[src/rtl/dm_port_arbiter.sv]
// Data-memory port arbiter: CPU M-stage vs DMA/debug requester, one access per cycle.
// Define DM_ARB_RR_EN for round-robin contention; default is CPU priority with a starvation counter.
module dm_port_arbiter #(
  parameter int STARVE_LIMIT = 4,
  parameter int CNT_W        = 3
) (
  input  logic        clk,
  input  logic        reset,
  input  logic        cpu_req,
  input  logic        cpu_we,
  input  logic [31:0] cpu_addr,
  input  logic [31:0] cpu_wdata,
  input  logic [1:0]  cpu_width,
  input  logic        cpu_sign,
  output logic [31:0] cpu_rdata,
  output logic        cpu_stall,
  input  logic        dma_req,
  input  logic        dma_we,
  input  logic [31:0] dma_addr,
  input  logic [31:0] dma_wdata,
  input  logic [1:0]  dma_width,
  output logic        dma_gnt,
  output logic        dma_rvalid,
  output logic [31:0] dma_rdata,
  output logic        mem_we,
  output logic [31:0] mem_addr,
  output logic [31:0] mem_wdata,
  output logic [1:0]  mem_width,
  output logic        mem_sign,
  input  logic [31:0] mem_rdata
);

  typedef enum logic [1:0] {OWN_NONE, OWN_CPU, OWN_DMA} owner_e;

  owner_e      owner;
  logic        dma_wins;
  logic        rvalid_q, rvalid_d;
  logic [31:0] rdata_q, rdata_d;

`ifdef DM_ARB_RR_EN
  logic last_cpu_q, last_cpu_d;

  // Under contention the side that was not served last takes the port.
  assign dma_wins = last_cpu_q;

  always_comb begin
    last_cpu_d = last_cpu_q;
    if (owner == OWN_CPU) last_cpu_d = 1'b1;
    else if (owner == OWN_DMA) last_cpu_d = 1'b0;
  end

  always_ff @(posedge clk or negedge reset) begin
    if (!reset) last_cpu_q <= 1'b1;
    else        last_cpu_q <= last_cpu_d;
  end
`else
  localparam logic [CNT_W-1:0] LIMIT = CNT_W'(STARVE_LIMIT);

  logic [CNT_W-1:0] starve_q, starve_d;

  assign dma_wins = (starve_q == LIMIT);

  always_comb begin
    starve_d = starve_q;
    if (!dma_req || owner == OWN_DMA) starve_d = '0;
    else if (starve_q != LIMIT)       starve_d = starve_q + 1'b1;
  end

  always_ff @(posedge clk or negedge reset) begin
    if (!reset) starve_q <= '0;
    else        starve_q <= starve_d;
  end
`endif

  // Gating with reset aborts any grant in the cycle reset is asserted.
  always_comb begin
    owner = OWN_NONE;
    if (reset) begin
      if (cpu_req && dma_req) owner = dma_wins ? OWN_DMA : OWN_CPU;
      else if (cpu_req)       owner = OWN_CPU;
      else if (dma_req)       owner = OWN_DMA;
    end
  end

  always_comb begin
    mem_we    = 1'b0;
    mem_addr  = '0;
    mem_wdata = '0;
    mem_width = '0;
    mem_sign  = 1'b0;
    case (owner)
      OWN_CPU: begin
        mem_we    = cpu_we;
        mem_addr  = cpu_addr;
        mem_wdata = cpu_wdata;
        mem_width = cpu_width;
        mem_sign  = cpu_sign;
      end
      OWN_DMA: begin
        mem_we    = dma_we;
        mem_addr  = dma_addr;
        mem_wdata = dma_wdata;
        mem_width = dma_width;
      end
      default: ;
    endcase
  end

  assign dma_gnt   = (owner == OWN_DMA);
  assign cpu_stall = cpu_req && (owner == OWN_DMA);
  assign cpu_rdata = mem_rdata;

  always_comb begin
    rvalid_d = dma_gnt && !dma_we;
    rdata_d  = rvalid_d ? mem_rdata : rdata_q;
  end

  always_ff @(posedge clk or negedge reset) begin
    if (!reset) begin
      rvalid_q <= 1'b0;
      rdata_q  <= '0;
    end else begin
      rvalid_q <= rvalid_d;
      rdata_q  <= rdata_d;
    end
  end

  assign dma_rvalid = rvalid_q;
  assign dma_rdata  = rdata_q;

endmodule
[config.mk]
export PLATFORM = sky130hd
export DESIGN_NAME = dm_port_arbiter
export DESIGN_NICKNAME = d
export VERILOG_FILES = /design/src/rtl/dm_port_arbiter.sv
export SDC_FILE = /design/constraint.sdc
export NUM_CORES = 1
export LEC_CHECK = 0
export CAP_MARGIN = 25
export CORE_AREA = 3 3 118 120
export DETAILED_ROUTE_END_ITERATION = 10
export DIE_AREA = 0 0 121 123
export GPL_TIMING_DRIVEN = 0
export HOLD_SLACK_MARGIN = 0.06
export MAX_ROUTING_LAYER = met4
export PLACE_DENSITY = 0.73
export SLEW_MARGIN = 15
export SYNTH_ARGS = -nofsm -noshare
export SYNTH_HDL_FRONTEND = slang
export SYNTH_SLANG_ARGS = --single-unit
[constraint.sdc]
create_clock -name clk -period 4.75 [get_ports clk]
set_input_delay 0.7125 -clock clk [delete_from_list [all_inputs] [get_ports clk]]
set_output_delay 0.7125 -clock clk [all_outputs]
set_load 0.01 [all_outputs]
==> results.toml, run 1 <==
[cts]
cts_resized = 0
cts_tree = "built"
clk_pin_slew_ns = 0.06
clock-sinks = 36
clockBufferDepth = 2
cts_htree_levels = 2
cts.hold.buffers_added = 0
cts_root_buf = "clkbuf_16"
post-cts-setup-buffers = 0
insertion_delay_ns = 0.27
cts_buffers = 5

[setup_path]
worstPathRequired_ns = 4.04
path_cells = "clkdlybuf4s50_1, nand3_1, and3_1, inv_1, ha_1, buf_2, buf_2, a22oi_1, nor2_1, clkdlybuf4s50_1"
crit_fanout = 10
cpMaxStageDelayCell = "clkdlybuf4s50_1"
ff2ff_path_depth = 10
cp-start-kind = "primary input"
cpPeakStageDelay_ns = 0.57
critPathArrivalTime_ns = 3.38
endpoint_kind = "output pin"
criticalPathCategory = "primary input to output pin"

[final_layout]
fin_area_sq_um = 6180
syn_to_final_growth_pct = 126
final_common_cell = "clkdlybuf4s50_1"
instances_no_fill = 779
drive_gt1_share_pct = 15.0
final_cell_mix = "clkdlybuf4s50_1, nor2_1, a22oi_1"
nets = 777

[place]
preCtsSetupSlack_ns = 0.616
gp_congestion = 0.895
detailed_place.area_sq_um = 6020
place_hpwl_um = 10800
io_buffers = 305
placed_cells = 770

[sta]
final_max_slew_viol_count = 0
worst_slack_ns = 0.653
fin_crit_sh_pct = 86.2
grt_setup_unrepaired = "false"
skew_ns = 0.00429
finalCriticalPeriod_ns = 4.10
setup_viol = 0
tns_ns = 0
relSlewSlack_pct = 67.2
fmax_mhz = 244
hold_viol = 0
tightestPinTransition_ns = 0.491

[synth]
yosysTopAreaCellShare_pct = 33.0
syn-instance-count = 288
synth_nets = 464
synth-seq-cells = 36
seq_area_frac_synth_pct = 33.0
yosysWarningCount = 0
ys_types = 25
syn-cell-area_sq_um = 2730
yosysTopAreaCell = "dfrtp_1"
netlist_top_cells_area = "dfrtp_1, a22oi_1, mux2_4, nor2_1, buf_4"
synth.avg_cell_area_sq_um = 9.47

[route]
ant_nets = 0
wl_um = 12500
via_count = 3380
wire_per_inst_um = 16.1
drc = 0
viasPerCell = 4.34
drt-pass1-iter-count = 4
drt-initial-drc-count = 165

[floorplan]
io_pins = 306
start_util_pct = 20.8
die_w_um = 121
num_rows = 42
dieHeight_um = 123
core_area_sq_um = 13100
dieArea_sq_um = 14900

[power_and_ir_drop]
ir_drop_uv = 147
finalPower_mw = 1.40
power_density_nw_per_um2 = 226
leakage_nw = 2.43

[global_route]
grt_pass1_vias = 3512
grt_max_degree = 23
grt_pass1_wl_um = 18700
grtUsageTotal_pct = 16.2
gr-total-overflow = 0
antenna_found_initial = 1

[hold_path]
hp-class = "primary input to asynchronous set/reset pin"

[run]
max_cap_violations = 0

[outcome]
outcome = "finished, final reports clean"
[stage by stage]
| stage | util, % | hold WS, ns |
|---|---|---|
| 2_1_floorplan | - | 0.417 |
| 3_3_place_gp | 45.9 | 0.479 |
| 3_5_place_dp | 46.0 | 0.486 |
| 4_1_cts | 47.2 | 0.388 |
| 5_1_grt | 47.2 | 0.407 |
| 6_report | 47.2 | 0.378 |
[worst max-delay path: cells and delay by family]
kind	cells	cell delay [ns]
AO/OA/AOI/OAI	1	0.11
adder cells (fa/ha/maj)	1	0.32
buffers and inverters	5	1.76
AND/OR/NAND/NOR	3	0.46
[synth_stat cells, drive strengths merged]
| cell | count |
|---|---|
| and2 | 2 |
| a21oi | 2 |
| clkbuf | 14 |
| nand3 | 2 |
| mux2 | 33 |
| and3 | 3 |
| nor2 | 69 |
| a22oi | 67 |
| buf | 43 |
| nor2b | 1 |
| o31ai | 1 |
| o21ai | 2 |
| nand2 | 3 |
| dfrtp | 36 |
| inv | 4 |
| nor3b | 1 |
| ha | 5 |
[where the power goes]
group          internal (mW)  switching (mW)
clock network          0.209           0.119
logic                  0.431           0.219
registers              0.379          0.0396
total                   1.02           0.378
[path summary, 6_finish.rpt]
| check | to | slack (ns) | startpoint |
|---|---|---|---|
| worst max-delay path | mem_wdata[18] | 0.65 | dma_req |
| worst min-delay path | dma_rdata[18] | 0.38 | reset |
| worst max register to register | dma_rdata[12] | 2.34 | starve_q[0] |
| worst min register to register | starve_q[2] | 0.50 | starve_q[2] |
| max in group asynchronous | starve_q[1] | 3.93 | reset |
| min in group clk | starve_q[2] | 0.50 | starve_q[2] |
[cell families (layout without fill, tap and decap cells)]
family / after synthesis / after routing / share of synthesized area (%)
DFF: 36 / 36 / 33.0
adders and majority gates: 5 / 5 / 2.29
muxes: 33 / 33 / 17.6
other: 0 / 1 / 0
and+or+nand+nor: 81 / 81 / 12.6
AOI/OAI and AO/OA: 72 / 72 / 19.4
buffers and inverters: 61 / 375 / 15.0
[state kept, by name, indices dropped and copies added, names as in the netlist]
name / flops
dma_rdata: 32
dma_rvalid: 1
starve_q: 3
[metal layers]
layer	track usage, %	routed length (um)	up-vias
met5	-	0	-
met4	4.96	312	0
met3	2.56	767	18
met2	29.0	6510	170
met1	18.8	4960	1569
li1	-	-	1623
[final cells by class]
cell class                 instances  area (sq um)
antenna                            1          2.50
buffer                            57           394
clock inverter                     1          7.51
clock buffer                       7           143
tap                              176           220
fill                            1184          6910
timing repair buffer             306          3080
multi-input combinational        191          1420
inverter                           4          15.0
sequential                        36           901
Note: power is estimated with default switching activity, not from simulation.
==> run 2, diff against run 1 <==
CORE_AREA = 8 8 114 116   (was 3 3 118 120)
DIE_AREA = 0 0 122 124   (was 0 0 121 123)
MAX_ROUTING_LAYER = not set   (was met4)
PLACE_DENSITY = 0.82   (was 0.73)
==> run 2 against run 1 <==
Net effect: cell count decreased by 4.4%; utilization increased by 7.9 points; non-clock buffer count unchanged; global-route usage is 1.4 points higher; clock skew hardly changed; sequential power about the same; hold slack got worse by 0.14 ns; worst setup slack improved by 0.012 ns; via count rose by 1.7%; final area is 0.30% lower; clock power is 19% higher.
==> results.toml, run 2 (same netlist as run 1, synthesis figures left out) <==
[cts]
cts_root_buf = "clkbuf_16"
cts_resized = 0
cts_tree = "built"
post-cts-setup-buffers = 0
clk_pin_slew_ns = 0.06
clockBufferDepth = 2
clock-sinks = 36
insertion_delay_ns = 0.27
cts_buffers = 5
cts.hold.buffers_added = 0
cts_htree_levels = 2

[global_route]
grt_pass1_wl_um = 21000
grt_max_degree = 38
grtUsageTotal_pct = 17.6
grt_pass1_vias = 3737
antenna_found_initial = 0
gr-total-overflow = 0

[floorplan]
start_util_pct = 24.4
die_w_um = 122
core_area_sq_um = 11200
num_rows = 39
dieHeight_um = 124
dieArea_sq_um = 15100
io_pins = 306

[route]
drc = 0
drt-initial-drc-count = 131
ant_nets = 0
drt-pass1-iter-count = 4
wl_um = 14200
viasPerCell = 4.61
wire_per_inst_um = 19.1
via_count = 3437

[power_and_ir_drop]
p_comb_share_pct = 44.8
intPower_mw = 1.09
power_density_nw_per_um2 = 239
sw_frac_of_total_pct = 26.1
switchingPower_mw = 0.384
leakage_nw = 2.45
ir_drop_uv = 177
seq_power_share_pct = 28.5
clock_power_share_pct = 26.6

[sta]
fmax_mhz = 245
tns_ns = 0
tightestPinTransition_ns = 0.499
finalCriticalPeriod_ns = 4.08
hold_viol = 0
setup_viol = 0
skew_ns = 0.00419
fin_crit_sh_pct = 86.0
final_max_slew_viol_count = 0
grt_setup_unrepaired = "false"
relSlewSlack_pct = 66.7

[hold_path]
hp-class = "primary input to asynchronous set/reset pin"

[place]
io_buffers = 305
place_hpwl_um = 12300
gp_congestion = 0.900
placed_cells = 737

[final_layout]
final_cell_mix = "clkdlybuf4s50_1, nor2_1, a22oi_1"
nets = 777
drive_gt1_share_pct = 15.1
final_common_cell = "clkdlybuf4s50_1"
syn_to_final_growth_pct = 126
instances_no_fill = 745
largest_reg_flops = 32
fillers = 973
n_antenna_cell = 0

[setup_path]
endpoint_kind = "output pin"
reg2reg_from = "starve_q[0]"
rrSetupSlack_ns = 2.35
cp-start-kind = "primary input"
ff2ff_path_depth = 10
criticalPathCategory = "primary input to output pin"
worstPathRequired_ns = 4.04
reg2reg_to = "dma_rdata[21]"
critPathArrivalTime_ns = 3.37
crit_fanout = 10

[outcome]
outcome = "finished, final reports clean"

[run]
max_cap_violations = 0
-- run 2: changes by cell type in the layout (fill, tap and decap cells not counted), sizes merged --
cell and change:
bufinv +1, clkinvlp -1, diode -1
-- run 2: worst max-delay path by stage --
stage | startpoint | end
floorplan | dma_req | mem_wdata[0]
global placement | reset | mem_wdata[10]
detailed placement | dma_req | mem_wdata[10]
CTS | dma_req | mem_wdata[10]
global route | dma_req | mem_wdata[4]
finish | dma_req | mem_wdata[10]
-- run 2: power by group through the flow --
stage	logic [mW]	registers (mW)	clock network, mW
2_1_floorplan	0.214	0.454	0
3_3_place_gp	0.647	0.419	0
3_5_place_dp	0.661	0.424	0
4_1_cts	0.666	0.420	0.403
5_1_grt	0.700	0.428	0.417
6_report	0.659	0.419	0.391
-- run 2: cell type report --
| class | count | area (sq um) | share of cell area (%) |
|---|---|---|---|
| Sequential cell | 36 | 901 | 14.6 |
| Clock inverter | 1 | 30.0 | 0.488 |
| Tap cell | 143 | 179 | 2.91 |
| Timing Repair Buffer | 306 | 3070 | 49.8 |
| Clock buffer | 7 | 153 | 2.48 |
| Inverter | 4 | 15.0 | 0.244 |
| Buffer | 57 | 394 | 6.40 |
| Multi-Input combinational cell | 191 | 1420 | 23.0 |
-- run 2: layer usage --
| layer | up-vias | wire length (um) | part of all wire [%] | track usage, % |
|---|---|---|---|---|
| li1 | 1623 | - | - | - |
| met1 | 1613 | 5040 | 35 | 18.1 |
| met2 | 187 | 7660 | 54 | 33.5 |
| met3 | 14 | 1310 | 9.2 | 6.17 |
| met4 | 0 | 221 | 1.6 | 4.16 |
| met5 | - | 0 | 0 | 0 |
-- run 2: metrics by stage --
stage | instance area (sq um) | power (mW) | util (%) | setup slack (ns) | hold WS [ns]
3_5_place_dp | 5970 | 1.08 | 53.5 | 0.709 | 0.494
2_1_floorplan | 2730 | 0.668 | - | 2.08 | 0.417
5_1_grt | 6160 | 1.55 | 55.1 | 0.538 | 0.232
3_3_place_gp | 5960 | 1.07 | 53.3 | -0.374 | 0.475
4_1_cts | 6160 | 1.49 | 55.1 | 0.693 | 0.231
6_report | 6160 | 1.47 | 55.1 | 0.666 | 0.235
-- run 2: critical path, cell delays in order --
cell and delay (ns):
clkdlybuf4s50_1 0.57, nand3_1 0.10, and3_1 0.21, inv_1 0.08, ha_1 0.27, buf_2 0.26, buf_2 0.26, a22oi_1 0.14
nor2_1 0.18, clkdlybuf4s50_1 0.58
==> run 3, diff against run 2 <==
ABC_CLOCK_PERIOD_IN_PS = 4750   (was not set)
CAP_MARGIN = 10   (was 25)
==> results of run 3 <==
Same layout as run 2: the final DEF is identical, and so are final timing and power.
